`src/rtl/digit_scan_ctrl_if.sv`:
```
// Digit memory write port for digit_scan_ctrl.
// The master issues one write per wr_en cycle; the slave acks one cycle later.
interface digit_scan_ctrl_if;
    logic       wr_en;
    logic [2:0] wr_addr;
    logic [3:0] wr_data;
    logic       wr_ack;

    modport master (
        output wr_en,
        output wr_addr,
        output wr_data,
        input  wr_ack
    );

    modport slave (
        input  wr_en,
        input  wr_addr,
        input  wr_data,
        output wr_ack
    );
endinterface

```
`src/rtl/digit_scan_ctrl.sv`:
```
// 8-digit multiplexed display scan controller with per-slot guard blanking.
// Define DIGIT_SCAN_LEADING_ZERO_BLANK_EN to suppress leading zero digits.
module digit_scan_ctrl #(
    parameter int PRESCALE = 1000,
    parameter int GUARD    = 16
) (
    input  logic             clk,
    input  logic             rst,
    input  logic             run,
    digit_scan_ctrl_if.slave wr,
    output logic [2:0]       dig_sel,
    output logic [7:0]       dig_en,
    output logic [3:0]       dig_val,
    output logic             blank
);
    localparam int CW = (PRESCALE > 1) ? $clog2(PRESCALE) : 1;
    localparam logic [CW-1:0] LAST  = CW'(PRESCALE - 1);
    localparam logic [CW-1:0] G_END = CW'(GUARD - 1);

    typedef enum logic [1:0] {IDLE, BLANK, SHOW} state_t;

    state_t        state;
    logic [CW-1:0] slot_cnt;
    logic [3:0]    mem [8];
    logic [7:0]    sel_dec;
    logic [7:0]    show_en;

    assign sel_dec = 8'b1 << dig_sel;

`ifdef DIGIT_SCAN_LEADING_ZERO_BLANK_EN
    logic [7:0] lead_zero;

    // lead_zero[k]: digit k and every digit above it hold zero
    always_comb begin
        logic z;
        z         = 1'b1;
        lead_zero = '0;
        for (int k = 7; k >= 1; k--) begin
            z            = z & (mem[k] == 4'd0);
            lead_zero[k] = z;
        end
    end

    assign show_en = sel_dec & ~lead_zero;
`else
    assign show_en = sel_dec;
`endif

    assign blank = (dig_en == 8'h00);

    always_ff @(posedge clk) begin
        if (rst) begin
            state     <= IDLE;
            slot_cnt  <= '0;
            dig_sel   <= '0;
            dig_en    <= '0;
            dig_val   <= '0;
            wr.wr_ack <= 1'b0;
            for (int i = 0; i < 8; i++) begin
                mem[i] <= '0;
            end
        end else begin
            wr.wr_ack <= wr.wr_en;
            if (wr.wr_en) begin
                mem[wr.wr_addr] <= wr.wr_data;
            end
            dig_val <= mem[dig_sel];

            if (!run) begin
                state    <= IDLE;
                slot_cnt <= '0;
                dig_sel  <= '0;
                dig_en   <= '0;
            end else begin
                unique case (state)
                    IDLE: begin
                        state    <= BLANK;
                        slot_cnt <= '0;
                        dig_en   <= '0;
                    end
                    BLANK: begin
                        slot_cnt <= slot_cnt + CW'(1);
                        if (slot_cnt == G_END) begin
                            state  <= SHOW;
                            dig_en <= show_en;
                        end
                    end
                    SHOW: begin
                        if (slot_cnt == LAST) begin
                            state    <= BLANK;
                            slot_cnt <= '0;
                            dig_sel  <= dig_sel + 3'd1;
                            dig_en   <= '0;
                        end else begin
                            slot_cnt <= slot_cnt + CW'(1);
                            dig_en   <= show_en;
                        end
                    end
                    default: begin
                        state    <= IDLE;
                        slot_cnt <= '0;
                        dig_en   <= '0;
                    end
                endcase
            end
        end
    end
endmodule

```
`src/flat_wrapper.sv`:
```
// flat-port wrapper written by rule: the top's interface ports become plain ports
module digit_scan_ctrl_flat 
#(
    parameter int PRESCALE = 1000,
    parameter int GUARD    = 16
)
  (clk, rst, run, dig_sel, dig_en, dig_val, blank, wr_wr_en, wr_wr_addr, wr_wr_data, wr_wr_ack);
  digit_scan_ctrl_if wr_i ();
  input  logic clk;
  input  logic rst;
  input  logic run;
  output logic [2:0] dig_sel;
  output logic [7:0] dig_en;
  output logic [3:0] dig_val;
  output logic blank;
  input wire logic [$bits(wr_i.wr_en)-1:0] wr_wr_en;
  input wire logic [$bits(wr_i.wr_addr)-1:0] wr_wr_addr;
  input wire logic [$bits(wr_i.wr_data)-1:0] wr_wr_data;
  output wire logic [$bits(wr_i.wr_ack)-1:0] wr_wr_ack;
  assign wr_i.wr_en = wr_wr_en;
  assign wr_i.wr_addr = wr_wr_addr;
  assign wr_i.wr_data = wr_wr_data;
  assign wr_wr_ack = wr_i.wr_ack;
  digit_scan_ctrl #(.PRESCALE(PRESCALE), .GUARD(GUARD)) u_core (.clk(clk), .rst(rst), .run(run), .wr(wr_i), .dig_sel(dig_sel), .dig_en(dig_en), .dig_val(dig_val), .blank(blank));
endmodule
```
`config.mk`:
```
export PLATFORM = sky130hd
export DESIGN_NAME = digit_scan_ctrl_flat
export DESIGN_NICKNAME = d
export VERILOG_FILES = /design/src/rtl/digit_scan_ctrl_if.sv /design/src/rtl/digit_scan_ctrl.sv /design/src/flat_wrapper.sv
export SDC_FILE = /design/constraint.sdc
export NUM_CORES = 1
export LEC_CHECK = 0
export BUFFER_PORTS_ARGS = -buffer_cell sky130_fd_sc_hd__buf_2
export CAP_MARGIN = 5
export CORE_ASPECT_RATIO = 0.5
export CORE_UTILIZATION = 58
export DETAILED_ROUTE_END_ITERATION = 10
export PLACE_DENSITY = 0.77
export SYNTH_ARGS = -nofsm -noshare
export SYNTH_HDL_FRONTEND = slang
export SYNTH_SLANG_ARGS = --single-unit
export TNS_END_PERCENT = 30
```
`constraint.sdc`:
```
create_clock -name clk -period 2.44 [get_ports clk]
set_input_delay 0.122 -clock clk [delete_from_list [all_inputs] [get_ports clk]]
set_output_delay 0.122 -clock clk [all_outputs]
set_load 0.1 [all_outputs]
```
Word-level counts from Yosys, hierarchy flattened. Memory sizes are Yosys's and may differ from the RTL's. A register that Yosys moved wholly into a read port is not among the register bits. Cells that the tools add are included.

$add $sub $neg: 2. Eq/ne operators: 6. Shift operators: 1. Muxes and demuxes: 16. Bitwise operators: 1. Reductions and logical operators: 6.

Operator list (count): one-hot mux 10 bit (2 select lines) (1); two-way mux 8 bit (2); one-hot mux 8 bit (2 select lines) (1); adder 10 x 1 -> 10 bit (second input constant) (1); == test 10 bit (second input constant) (1); == test 10 x 4 -> 1 bit (second input constant) (1); two-way mux 10 bit (1); logical NOT 8 bit (1); left shift 1 x 3 -> 8 bit (first input constant) (1); two-way mux 1 bit (6); one-hot mux 2 bit (3 select lines) (1); two-way mux 2 bit (2); two-way mux 4 bit (1); inequality test 2 x 1 -> 1 bit (second input constant) (2); AND reduction 2 bit (2); OR reduction 4 bit (1); adder 3 x 1 -> 3 bit (second input constant) (1); two-way mux 3 bit (1); == test 2 x 1 -> 1 bit (second input constant) (1); == test 2 bit (second input constant) (1); logical NOT 2 bit (1); OR reduction 2 bit (1); NOT 1 bit (1).

Flip-flop bits (word level): 24. Bits in writable memories: 32. Bits of input ports: 11. Output and inout port bits: 17. Logic and storage cells: 38. Memories: 1.

Memories: u_core.mem (depth 8, bits a word 4, rd ports 1, clocked after Yosys merged registers in 1, wr ports 8, RTL line digit_scan_ctrl.sv:24) `logic [3:0] mem [8];`.

Logic depth before layout (Yosys ltp). Gate-level depths: netlist (run 1).

Depth after elaboration: 5. Depth in mapped cells: 6. Gate-level depth less buffers: 5.

Worst setup path after synthesis (run 1). No wires, ideal clock.

Path type: flip-flop to output port. From: reg u_core.dig_en[4]. To: out blank. Arrival: 2544 ps. Data required time: 2318 ps. Slack: -226 ps. Cell stages (with the launch flop): 3. Cells stage by stage: dfxtp_1 -> or4_1 -> nor2_1.

Cells in the longest elaborated chain, start to end: 1.

Ends and longest elaborated chain: start, declared (RTL line digit_scan_ctrl.sv:12) `output logic [7:0] dig_en,`; start signal, assigned (RTL line digit_scan_ctrl.sv:85) `dig_en <= show_en;`; start signal, assigned (RTL line digit_scan_ctrl.sv:96) `dig_en <= show_en;`; logical NOT 8 bit (RTL line digit_scan_ctrl.sv:49) `assign blank = (dig_en == 8'h00);`; end, declared (RTL line flat_wrapper.sv:15) `output logic blank;`.

No other way between the ends.

Worst setup path after layout (run 1).
From: reg u_core.slot_cnt[6]. To: reg u_core.state[0].

Cells in the longest elaborated chain, start to end: 3. Elaborated cells between the ends (all ways): 5. Classes of those cells: eq/ne: 4; reduce/logical: 1.

Ends and longest elaborated chain: start, declared (RTL line digit_scan_ctrl.sv:23) `logic [CW-1:0] slot_cnt;`; start signal, assigned (RTL line digit_scan_ctrl.sv:82) `slot_cnt <= slot_cnt + CW'(1);`; start signal, assigned (RTL line digit_scan_ctrl.sv:95) `slot_cnt <= slot_cnt + CW'(1);`; == test 10 bit / == test 10 x 4 -> 1 bit (equally long branches) (RTL line digit_scan_ctrl.sv:89, digit_scan_ctrl.sv:83); inequality test 2 x 1 -> 1 bit (no line); AND reduction 2 bit (no line) *; end signal, assigned (RTL line digit_scan_ctrl.sv:84) `state <= SHOW;`; end signal, assigned (RTL line digit_scan_ctrl.sv:90) `state <= BLANK;`; end signal, assigned (RTL line digit_scan_ctrl.sv:100) `state <= IDLE;`; end, declared (RTL line digit_scan_ctrl.sv:22) `state_t state;`.

Every way passes the cells marked *; elsewhere a longest branch is shown, timed or not. A chain may end at the register's enable or synchronous reset.

==> results of run 1 <==
synthesized netlist by cell type, types with 3 or more instances:
cell type and number:
a211oi_1 3, a21oi_1 5, a32o_1 6, and2_1 32, clkbuf_1 6, dfxtp_1 28, edfxtp_1 32, ha_1 11
inv_1 10, mux4_2 8, nand2_1 16, nand2b_1 4, nand3_1 5, nor2_1 27, nor3_1 4, o31ai_1 3
or2_2 8, or4_1 4, xnor2_1 7
cells by family (layout without fill, tap and decap cells):
group | Yosys count | count (layout) | synth area share
and+or+nand+nor | 108 | 108 | 0.2089
DFF | 60 | 60 | 0.5583
AOI/OAI and AO/OA | 22 | 22 | 0.06152
buffers and inverters | 16 | 58 | 0.02204
adders and majority gates | 11 | 11 | 0.05050
xor gates and xnor gates | 9 | 9 | 0.02893
muxes | 9 | 9 | 0.06979
worst reg2reg max path: stages (launching register included):
cell and delay, ns:
dfxtp_1 0.35, or4_1 0.53, o41a_1 0.33, or4_1 0.49
a21oi_1 0.16
registers in the layout (all words and copies together), names as in the netlist:
name,count
u_core.dig_en,8
u_core.dig_sel,3
u_core.state,2
u_core.mem,32
u_core.slot_cnt,10
u_core.dig_val,4
u_core.wr.wr_ack,1
path summary, 6_finish.rpt:
kind | from | to | slack (ns) | depth (start not counted)
setup reg to reg | u_core.slot_cnt[6] | u_core.state[0] | 0.52 | 4
hold / removal | wr_wr_en | u_core.wr.wr_ack | 0.08 | 2
setup / recovery | u_core.slot_cnt[6] | u_core.state[0] | 0.52 | 4
hold reg to reg | u_core.slot_cnt[0] | u_core.slot_cnt[0] | 0.44 | 1
power by group through the flow:
| stage | combinational [mW] | clock [mW] | sequential [mW] |
|---|---|---|---|
| after CTS | 0.145 | 0.722 | 1.12 |
| after global routing | 0.158 | 0.764 | 1.12 |
| after global placement | 0.139 | 0 | 1.14 |
| final | 0.145 | 0.714 | 1.12 |
| after floorplan | 0.0687 | 0 | 1.17 |
| after detailed placement | 0.145 | 0 | 1.14 |
final cells by class:
| class | count | area, µm² | area share |
|---|---|---|---|
| clock buffer | 13 | 138.9 | 0.04478 |
| clock inverter | 3 | 13.76 | 0.004437 |
| inverter | 10 | 37.54 | 0.01210 |
| multi-input combinational | 159 | 1146 | 0.3695 |
| sequential | 60 | 1521 | 0.4905 |
| tap | 57 | 71.32 | 0.02299 |
| timing repair buffer | 32 | 172.7 | 0.05567 |
layout by cell type, fill, tap and decap left out, drive strengths merged, types with 2 or more instances in the layout:
| cell | synthesis | final |
|---|---|---|
| xnor2 | 7 | 7 |
| nand4 | 2 | 2 |
| o31ai | 3 | 3 |
| o21ai | 2 | 2 |
| nor3 | 4 | 4 |
| nand2 | 16 | 16 |
| inv | 10 | 10 |
| dfxtp | 28 | 28 |
| nand3 | 5 | 5 |
| or2 | 8 | 8 |
| ha | 11 | 11 |
| mux4 | 8 | 8 |
| nand4b | 2 | 2 |
| nand2b | 4 | 4 |
| buf | 0 | 32 |
| edfxtp | 32 | 32 |
| a211oi | 3 | 3 |
| and2 | 32 | 32 |
| clkbuf | 6 | 13 |
| a21oi | 5 | 5 |
| xor2 | 2 | 2 |
| a32o | 6 | 6 |
| nor2b | 2 | 2 |
| clkinv | 0 | 3 |
| or4 | 4 | 4 |
| nor2 | 27 | 27 |
stage by stage:
stage | total power, mW | worst slack [ns] | std cells
6_report | 1.978 | 0.5166 | 334
2_1_floorplan | 1.237 | 0.08406 | 235
3_5_place_dp | 1.286 | 0.5282 | 318
4_1_cts | 1.987 | 0.5188 | 334
3_3_place_gp | 1.277 | 0.5957 | 318
5_1_grt | 2.045 | 0.4679 | 334
layer usage:
| metal | vias up | global-route usage |
|---|---|---|
| li1 | 908 | - |
| met1 | 903 | 0.2963 |
| met2 | 53 | 0.3811 |
| met3 | 6 | 0.07939 |
| met4 | 0 | 0.1294 |
| met5 | - | 0 |
==> metrics.csv, run 1 <==
stage,metric,value,unit
worst_setup_path,cpMaxStageDelayCell,or4_1,
pwr,combPwrFrac,0.073,
sta,final.setup.tns,0,ns
worst_setup_path,slowest_delay,0.53,ns
pwr,p_sw,465.8,µW
worst_setup_path,cp.required,2.70,ns
pwr,swShare,0.2355,
floorplanning,die_area,4993,µm²
detailed_routing,met3_length,275,µm
cts,ctsHtreeMaxLevel,3,
logic_synthesis,synth-async-reset-ratio,0,
final_layout,n_antenna_cell,0,
detailed_routing,first_pass_iters,5,
final_layout,fill_cells,319,
worst_setup_path,cp_max_fo,5,
floorplanning,die_h,50.47,µm
logic_synthesis,yosysWarnings,0,
pwr,seqPwrFrac,0.566,
cts,clockBufferDepth,2,
sta,hold_violations,0,
logic_synthesis,syn_area,2725,µm²
cts,cts_buffers,9,
place,dpl.hpwl,3739,µm
logic_synthesis,synthCells,235,
flow_run,drv_cap,0,
floorplanning,ioPinCount,28,
pwr,p_clk_frac,0.361,
grt,grt_pass1_vias,1805,
pwr,powerDensity,637.8,nW/µm²
logic_synthesis,ys.flop_type,edfxtp_1,
grt,gr-total-overflow,0,
sta,fin_hold_ws,0.08299,ns
cts,clkTransAtPathRegs,0.06,ns
sta,relSlewSlack,0.5143,
final_layout,finalNetCount,294,
pwr,p_leak,1.177,nW
detailed_routing,wl,5080,µm
sta,rsz0062_at_grt,no,
grt,track_usage,0.2403,
logic_synthesis,synth_cell_types,30,
detailed_routing,via_count,1870,
grt,grt_pass1_wl,8597,µm
cts,clk_latency,0.33,ns
place,port-buffer-count,27,
place,place_area,2949,µm²
worst_setup_path,critPathKind,reg2reg,
grt,antenna_found_initial,0,
logic_synthesis,synth_top_area_cell,edfxtp_1,
grt,grt_max_degree,16,
logic_synthesis,yosysTopAreaCellShare,0.3526,
worst_setup_path,crit_chain,or4_1 > o41a_1 > or4_1 > a21oi_1,
worst_setup_path,cp-start-kind,register,
cts,hold_buffers,0,
run_status,outcome,"finished, final reports clean",
final_layout,layout-drive-gt1-share,0.2166,
sta,finalSetupViolCount,0,
cts,cts_setup_buffers,0,
detailed_routing,dr_wl_met2,2379,µm
floorplanning,die_width,98.94,µm
floorplanning,coreArea,4446,µm²
hold_path,hp-class,in2reg,
pwr,peakVddDrop,379.2,µV
cts,cts_root_buf,clkbuf_8,
detailed_routing,drc,0,
logic_synthesis,ys_seq_area_frac,0.5583,
logic_synthesis,synth-seq-cells,60,
detailed_routing,drtIter0Drc,86,
pwr,p_int,1.512,mW
sta,drv_slew,0,
logic_synthesis,synth_area_leaders,"edfxtp_1 (35%), dfxtp_1 (21%), and2_1 (7.3%)",
detailed_routing,via_per_inst,5.599,
sta,clock-skew-final,0.005610,ns
place,gp_congestion,0.8013,
logic_synthesis,synth_edf_count,32,
detailed_routing,antenna_left,0,
worst_setup_path,crit_buf_inv,0,
logic_synthesis,syn_nets,257,
sta,worst_pin_slew,0.7276,ns
worst_setup_path,cpMostUsedCell,or4_1,
cts,clkSinkCount,60,
cts,cts_tree,built,
cts,cts_resized,0,
final_layout,syn_to_final_growth,13.82,%
sta,min_period,1.923,ns
final_layout,final_util,0.6977,
sta,max_freq,0.5199,GHz
detailed_routing,routed.top_layer,met4,
detailed_routing,wl_per_cell,15.21,µm
final_layout,final_cell_area,3102,µm²
worst_setup_path,cp-end-kind,register,
worst_setup_path,cp.arrival,2.19,ns
floorplanning,start_util,0.6130,
logic_synthesis,avgSynthCellArea,11.60,µm²
worst_setup_path,cp_top_family,simple AND/OR/NAND/NOR gates,
sta,finalCritPeriodShare,0.7883,
floorplanning,fp-row-count,17,
detailed_routing,drt-met1-wl,2374,µm
(Power assumes the default switching activity.)
==> run 2, diff against run 1 <==
==> constraint.sdc (replaced) <==
create_clock -name clk -period 1.9 [get_ports clk]
set_input_delay 0.095 -clock clk [delete_from_list [all_inputs] [get_ports clk]]
set_output_delay 0.095 -clock clk [all_outputs]
set_load 0.1 [all_outputs]
==> run 2 against run 1 <==
  * Core utilization rose by 1.8 points
  * Flip-flop and latch count stayed put
  * Count of clock-buffer cells in the layout grew 1
  * First-iteration DRC count shrank 10%
  * Sequential power rose by 29%
  * Routed wire length decreased by 1.3%
  * Power is 36% higher
  * Register-to-register slack lost 0.48 ns
  * Highest routed layer unchanged
  * Global-route usage is 0.90 points lower
==> metrics.csv, run 2 (synthesized netlist as in run 1, its figures left out) <==
stage,metric,value,unit,change
floorplanning,ioPinCount,28,,unchanged
detailed_routing,first_pass_iters,4,,was 5
final_layout,layout.cells.most_common_list,"and2_1 (32), edfxtp_1 (32), nor2_1 (26), buf_2 (26), dfxtp_1 (26)",,"was and2_1 (32), edfxtp_1 (32), dfxtp_1 (28), buf_2 (27), nor2_1 (26)"
detailed_routing,via_per_inst,5.421,,was 5.599
final_layout,final_cell_area,3183,µm²,was 3102 µm²
floorplanning,coreArea,4446,µm²,unchanged
worst_setup_path,reg2regPathDepth,4,,unchanged
run_status,outcome,"finished, final reports clean",,unchanged
grt,grt.busiest_layer,met2,,unchanged
cts,cts_root_buf,clkbuf_8,,unchanged
sta,finalSetupViolCount,0,,unchanged
place,dpl.hpwl,3588,µm,was 3739 µm
final_layout,layout-drive-gt1-share,0.2464,,was 0.2166
sta,relSlewSlack,0.6647,,was 0.5143
worst_setup_path,r2r-end,u_core.state[0],,unchanged
cts,cts_tree,built,,unchanged
grt,track_usage,0.2313,,was 0.2403
sta,drv_slew,0,,unchanged
grt,met3_usage,0.07939,,unchanged
sta,clock-skew-final,0.005624,ns,was 0.005610 ns
cts,clockBufferDepth,2,,unchanged
detailed_routing,drtIter0Drc,77,,was 86
grt,grt_pass1_wl,8397,µm,was 8597 µm
final_layout,fin_cells,337,,was 334
sta,worst_pin_slew,0.4991,ns,was 0.7276 ns
detailed_routing,wl,5012,µm,was 5080 µm
place,placed_cells,321,,was 318
hold_path,hp-class,in2reg,,unchanged
worst_setup_path,critPathKind,reg2reg,,unchanged
final_layout,fill_cells,305,,was 319
floorplanning,die_area,4993,µm²,unchanged
sta,setup_slack,0.03290,ns,was 0.5166 ns
floorplanning,die_h,50.47,µm,unchanged
detailed_routing,via_count,1827,,was 1870
cts,ctsHtreeMaxLevel,3,,unchanged
final_layout,final-seq-area,1524,µm²,was 1521 µm²
final_layout,finalNetCount,297,,was 294
worst_setup_path,cp_max_fo,2,,was 5
sta,max_freq,0.5356,GHz,was 0.5199 GHz
grt,grt_pass1_vias,1778,,was 1805
hold_path,holdPathStages,2,,unchanged
cts,hold_buffers,0,,unchanged
cts,cts_buffers,9,,unchanged
place,gp_congestion,0.8517,,was 0.8013
place,place_area,2979,µm²,was 2949 µm²
final_layout,syn_to_final_growth,16.80,%,was 13.82%
flow_run,drv_cap,0,,unchanged
worst_setup_path,cp-start-kind,register,,unchanged
final_layout,largest_reg_flops,32,,unchanged
sta,finalCritPeriodShare,0.9827,,was 0.7883
worst_setup_path,cp.arrival,2.14,ns,was 2.19 ns
final_layout,top_register,u_core.mem,,unchanged
cts,clkTransAtPathRegs,0.06,ns,about the same
grt,gr-total-overflow,0,,unchanged
floorplanning,start_util,0.6130,,unchanged
cts,clkSinkCount,60,,unchanged
cts,clk_latency,0.33,ns,about the same
sta,rsz0062_at_grt,yes,,was no
hold_path,worstHoldStart,wr_wr_en,,unchanged
final_layout,n_antenna_cell,0,,unchanged
grt,antenna_found_initial,0,,unchanged
final_layout,multi_input_area,1175,µm²,was 1146 µm²
final_layout,top_regs,"u_core.mem (32), u_core.slot_cnt (10), u_core.dig_en (8)",,unchanged
hold_path,min_to,u_core.wr.wr_ack,,unchanged
sta,hold_violations,0,,unchanged
worst_setup_path,cp.required,2.17,ns,was 2.70 ns
pwr,powerDensity,844.9,nW/µm²,was 637.8 nW/µm²
pwr,p_leak,1.204,nW,was 1.177 nW
floorplanning,fp-row-count,17,,unchanged
place,place_ws,0.03872,ns,was 0.5282 ns
pwr,p_total,2.689,mW,was 1.978 mW
final_layout,final_util,0.7160,,was 0.6977
grt,grt_max_degree,16,,unchanged
sta,min_period,1.867,ns,was 1.923 ns
detailed_routing,wl_per_cell,14.87,µm,was 15.21 µm
worst_setup_path,r2r_start,u_core.slot_cnt[6],,unchanged
floorplanning,die_width,98.94,µm,unchanged
detailed_routing,drc,0,,unchanged
grt,use_met1,0.2992,,was 0.2963
grt,use_met2,0.3578,,was 0.3811
place,port-buffer-count,27,,unchanged
worst_setup_path,cp-end-kind,register,,unchanged
worst_setup_path,regToRegSetupSlack,0.03,ns,was 0.52 ns
pwr,peakVddDrop,469.3,µV,was 379.2 µV
detailed_routing,antenna_left,0,,unchanged
-- run 2: how the worst max path moves through the flow --
| stage | start | end | slack [ns] | cells after the start |
|---|---|---|---|---|
| after floorplan | u_core.dig_en[4] | blank | -0.03 | 2 |
| after global placement | u_core.slot_cnt[6] | u_core.state[0] | 0.10 | 4 |
| after detailed placement | u_core.slot_cnt[0] | u_core.state[0] | 0.04 | 5 |
| after CTS | u_core.slot_cnt[6] | u_core.state[0] | 0.02 | 4 |
| after global routing | u_core.slot_cnt[6] | u_core.state[0] | 0.001 | 4 |
| final | u_core.slot_cnt[6] | u_core.state[0] | 0.03 | 4 |
-- run 2: layer usage --
layer	wire (µm)	vias to the layer above
met3	252	9
met4	64	0
met5	0	-
met1	2353	847
met2	2340	58
li1	-	913
-- run 2: critical path, stage by stage, from the launching register on --
cell and delay (ns):
dfxtp_1 0.31, or4_4 0.52, o41a_1 0.35, or4_4 0.50, a21oi_2 0.12
-- run 2: final cells by class --
type	count	area share
inverters	10	0.01179
clock buffers	14	0.04481
well taps	57	0.02241
clock inverters	2	0.01101
flip-flops and latches	60	0.4788
repair buffers	35	0.06211
multi-input cells	159	0.3691
-- run 2: timing repair --
action,4_1_cts,5_1_grt
pin swaps,1,0
setup endpoints to repair,2,7
gates resized for setup,1,5
buffers inserted,0,0
endpoints found under the hold margin,0,0
-- run 2: where the power goes --
part | total (mW) | leakage (nW) | internal (mW) | switching (mW)
registers | 1.44 | 0.535 | 1.42 | 0.0196
clock network | 1.06 | 0.0887 | 0.606 | 0.455
logic | 0.191 | 0.580 | 0.0629 | 0.128
-- run 2: through the flow --
| stage | setup TNS, ns | hold WS (ns) |
|---|---|---|
| after floorplan | -0.03309 | 0.1897 |
| after global placement | 0 | 0.3870 |
| after detailed placement | 0 | 0.3991 |
| after CTS | 0 | 0.03823 |
| after global routing | 0 | 0.04053 |
| final | 0 | 0.05303 |
==> run 3, diff against run 2 <==
--- a/config.mk
+++ b/config.mk
@@ -11,6 +11,7 @@
 export CORE_UTILIZATION = 58
 export DETAILED_ROUTE_END_ITERATION = 10
 export PLACE_DENSITY = 0.77
+export REMOVE_ABC_BUFFERS = 1
 export SYNTH_ARGS = -nofsm -noshare
 export SYNTH_HDL_FRONTEND = slang
 export SYNTH_SLANG_ARGS = --single-unit
==> run 3 against run 2 <==
  * Clock skew down 0.00095 ns
  * Cell count grew 0.30%
  * Via count is 3.0% higher
  * Critical path depth stayed put
  * Cell area stayed put
  * Die area is the same
  * Critical path type unchanged
  * Largest cell class unchanged
==> metrics.csv, run 3 (synthesized netlist as in run 1, its figures left out) <==
stage,metric,value,unit,change
pwr,p_total,2.719,mW,was 2.689 mW
floorplanning,fp-row-count,17,,unchanged
cts,cts_root_buf,clkbuf_8,,unchanged
worst_setup_path,cpMaxStageDelayCell,or4_1,,was or4_4
grt,track_usage,0.2367,,was 0.2313
sta,finalCritPeriodShare,0.9714,,was 0.9827
floorplanning,ioPinCount,28,,unchanged
sta,relSlewSlack,0.5472,,was 0.6647
hold_path,hp-class,in2reg,,unchanged
worst_setup_path,r2r_start,u_core.slot_cnt[6],,unchanged
detailed_routing,drc,0,,unchanged
place,dpl.hpwl,3848,µm,was 3588 µm
worst_setup_path,cpMostUsedCell,or4_1,,was or4_4
floorplanning,die_area,4993,µm²,unchanged
worst_setup_path,critical_path.endpoint,u_core.state[0],,unchanged
grt,grt_pass1_vias,1792,,was 1778
worst_setup_path,cp-end-kind,register,,unchanged
sta,finalSetupViolCount,0,,unchanged
worst_setup_path,cp-start-kind,register,,unchanged
place,placed_cells,322,,was 321
pwr,p_leak,1.210,nW,was 1.204 nW
sta,clock-skew-final,0.004670,ns,was 0.005624 ns
worst_setup_path,cp_top_family,simple AND/OR/NAND/NOR gates,,unchanged
detailed_routing,drtIter0Drc,69,,was 77
cts,clkTransAtPathRegs,0.07,ns,was 0.06 ns
sta,max_freq,0.5418,GHz,was 0.5356 GHz
cts,clk_latency,0.34,ns,was 0.33 ns
cts,hold_buffers,0,,unchanged
worst_setup_path,crit_cells,4,,unchanged
detailed_routing,drt-met1-wl,2421,µm,was 2353 µm
worst_setup_path,cp.arrival,2.12,ns,was 2.14 ns
grt,grt_pass1_wl,8424,µm,was 8397 µm
floorplanning,start_util,0.6130,,unchanged
pwr,peakVddDrop,590.3,µV,was 469.3 µV
pwr,powerDensity,854.2,nW/µm²,was 844.9 nW/µm²
grt,antenna_found_initial,0,,unchanged
detailed_routing,routed.top_layer,met4,,unchanged
worst_setup_path,reg2regPathDepth,4,,unchanged
detailed_routing,first_pass_iters,4,,unchanged
final_layout,n_antenna_cell,0,,unchanged
cts,cts_tree,built,,unchanged
final_layout,syn_to_final_growth,16.80,%,unchanged
worst_setup_path,crit_chain,or4_1 > o41a_1 > or4_1 > a21oi_1,,was or4_4 > o41a_1 > or4_4 > a21oi_2
detailed_routing,wl,5262,µm,was 5012 µm
cts,clkSinkCount,60,,unchanged
detailed_routing,via_count,1881,,was 1827
final_layout,fin_cells,338,,was 337
floorplanning,coreArea,4446,µm²,unchanged
run_status,outcome,"finished, final reports clean",,unchanged
flow_run,drv_cap,0,,unchanged
floorplanning,die_width,98.94,µm,unchanged
sta,min_period,1.846,ns,was 1.867 ns
sta,rsz0062_at_grt,no,,was yes
final_layout,largest_reg_flops,32,,unchanged
detailed_routing,dr_wl_met2,2459,µm,was 2340 µm
final_layout,layout.cells.most_common_list,"and2_1 (32), edfxtp_1 (32), dfxtp_1 (28), nor2_1 (27), buf_2 (26)",,"was and2_1 (32), edfxtp_1 (32), nor2_1 (26), buf_2 (26), dfxtp_1 (26)"
sta,worst_pin_slew,0.6777,ns,was 0.4991 ns
detailed_routing,met3_length,291,µm,was 252 µm
worst_setup_path,cp_max_fo,2,,unchanged
final_layout,top_register,u_core.mem,,unchanged
place,port-buffer-count,27,,unchanged
worst_setup_path,crit_buf_inv,0,,unchanged
worst_setup_path,slowest_delay,0.51,ns,was 0.52 ns
cts,ctsHtreeMaxLevel,3,,unchanged
place,gp_congestion,0.7792,,was 0.8517
sta,drv_slew,0,,unchanged
worst_setup_path,r2r-end,u_core.state[0],,unchanged
detailed_routing,via_per_inst,5.565,,was 5.421
worst_setup_path,regToRegSetupSlack,0.05,ns,was 0.03 ns
grt,gr-total-overflow,0,,unchanged
cts,clockBufferDepth,2,,unchanged
final_layout,finalNetCount,298,,was 297
sta,hold_violations,0,,unchanged
final_layout,layout-drive-gt1-share,0.2456,,was 0.2464
worst_setup_path,cp.required,2.17,ns,about the same
detailed_routing,antenna_left,0,,unchanged
final_layout,top_regs,"u_core.mem (32), u_core.slot_cnt (10), u_core.dig_en (8)",,unchanged
grt,grt_max_degree,16,,unchanged
worst_setup_path,critPathKind,reg2reg,,unchanged
worst_setup_path,cp-startpoint,u_core.slot_cnt[6],,unchanged
cts,cts_buffers,9,,unchanged
floorplanning,die_h,50.47,µm,unchanged
sta,final.setup.tns,0,ns,unchanged
detailed_routing,wl_per_cell,15.57,µm,was 14.87 µm
run 3: repair_timing:
action                                 4_1_cts  5_1_grt
gates resized for setup                      0        3
buffers inserted                             0        0
setup endpoints to repair                    0       11
endpoints found under the hold margin        0        0
run 3: worst min-delay path by stage:
| stage | from | endpoint | slack [ns] | depth (start not counted) |
|---|---|---|---|---|
| 6_report | wr_wr_en | u_core.wr.wr_ack | 0.05 | 2 |
| 3_5_place_dp | wr_wr_en | u_core.wr.wr_ack | 0.41 | 2 |
| 5_1_grt | wr_wr_en | u_core.wr.wr_ack | 0.07 | 2 |
| 2_1_floorplan | rst | u_core.dig_val[0] | 0.16 | 1 |
| 4_1_cts | wr_wr_en | u_core.wr.wr_ack | 0.04 | 2 |
| 3_3_place_gp | wr_wr_en | u_core.wr.wr_ack | 0.38 | 2 |
run 3: metal layers:
layer  track usage  vias up
met5             0        -
met2        0.3776       56
li1              -      918
met3       0.07660       10
met1        0.2959      897
met4        0.1169        0
run 3: final cells by class:
type	instances	area [µm²]
sequential	60	1521
clock inverter	7	67.56
multi-input combinational	159	1156
inverter	10	37.54
tap	57	71.32
clock buffer	9	123.9
fill	326	1262
timing repair buffer	36	205.2
run 3: where the power goes:
part	switching, mW	leakage, nW	total (mW)	internal, mW
Clock	0.498	0.0910	1.09	0.596
Combinational	0.129	0.586	0.187	0.0584
Sequential	0.0204	0.534	1.44	1.42
Total	0.647	1.21	2.72	2.07
run 3: stage by stage:
step | setup slack [ns] | instance area (µm²) | utilization | hold WS [ns]
after floorplan | -0.7392 | 2703 | - | 0.1641
after global placement | 0.09824 | 2977 | 0.6696 | 0.3844
after detailed placement | 0.02735 | 2977 | 0.6696 | 0.4060
after CTS | 0.007800 | 3168 | 0.7126 | 0.03930
after global routing | 0.008451 | 3183 | 0.7160 | 0.06652
final | 0.05441 | 3183 | 0.7160 | 0.05308
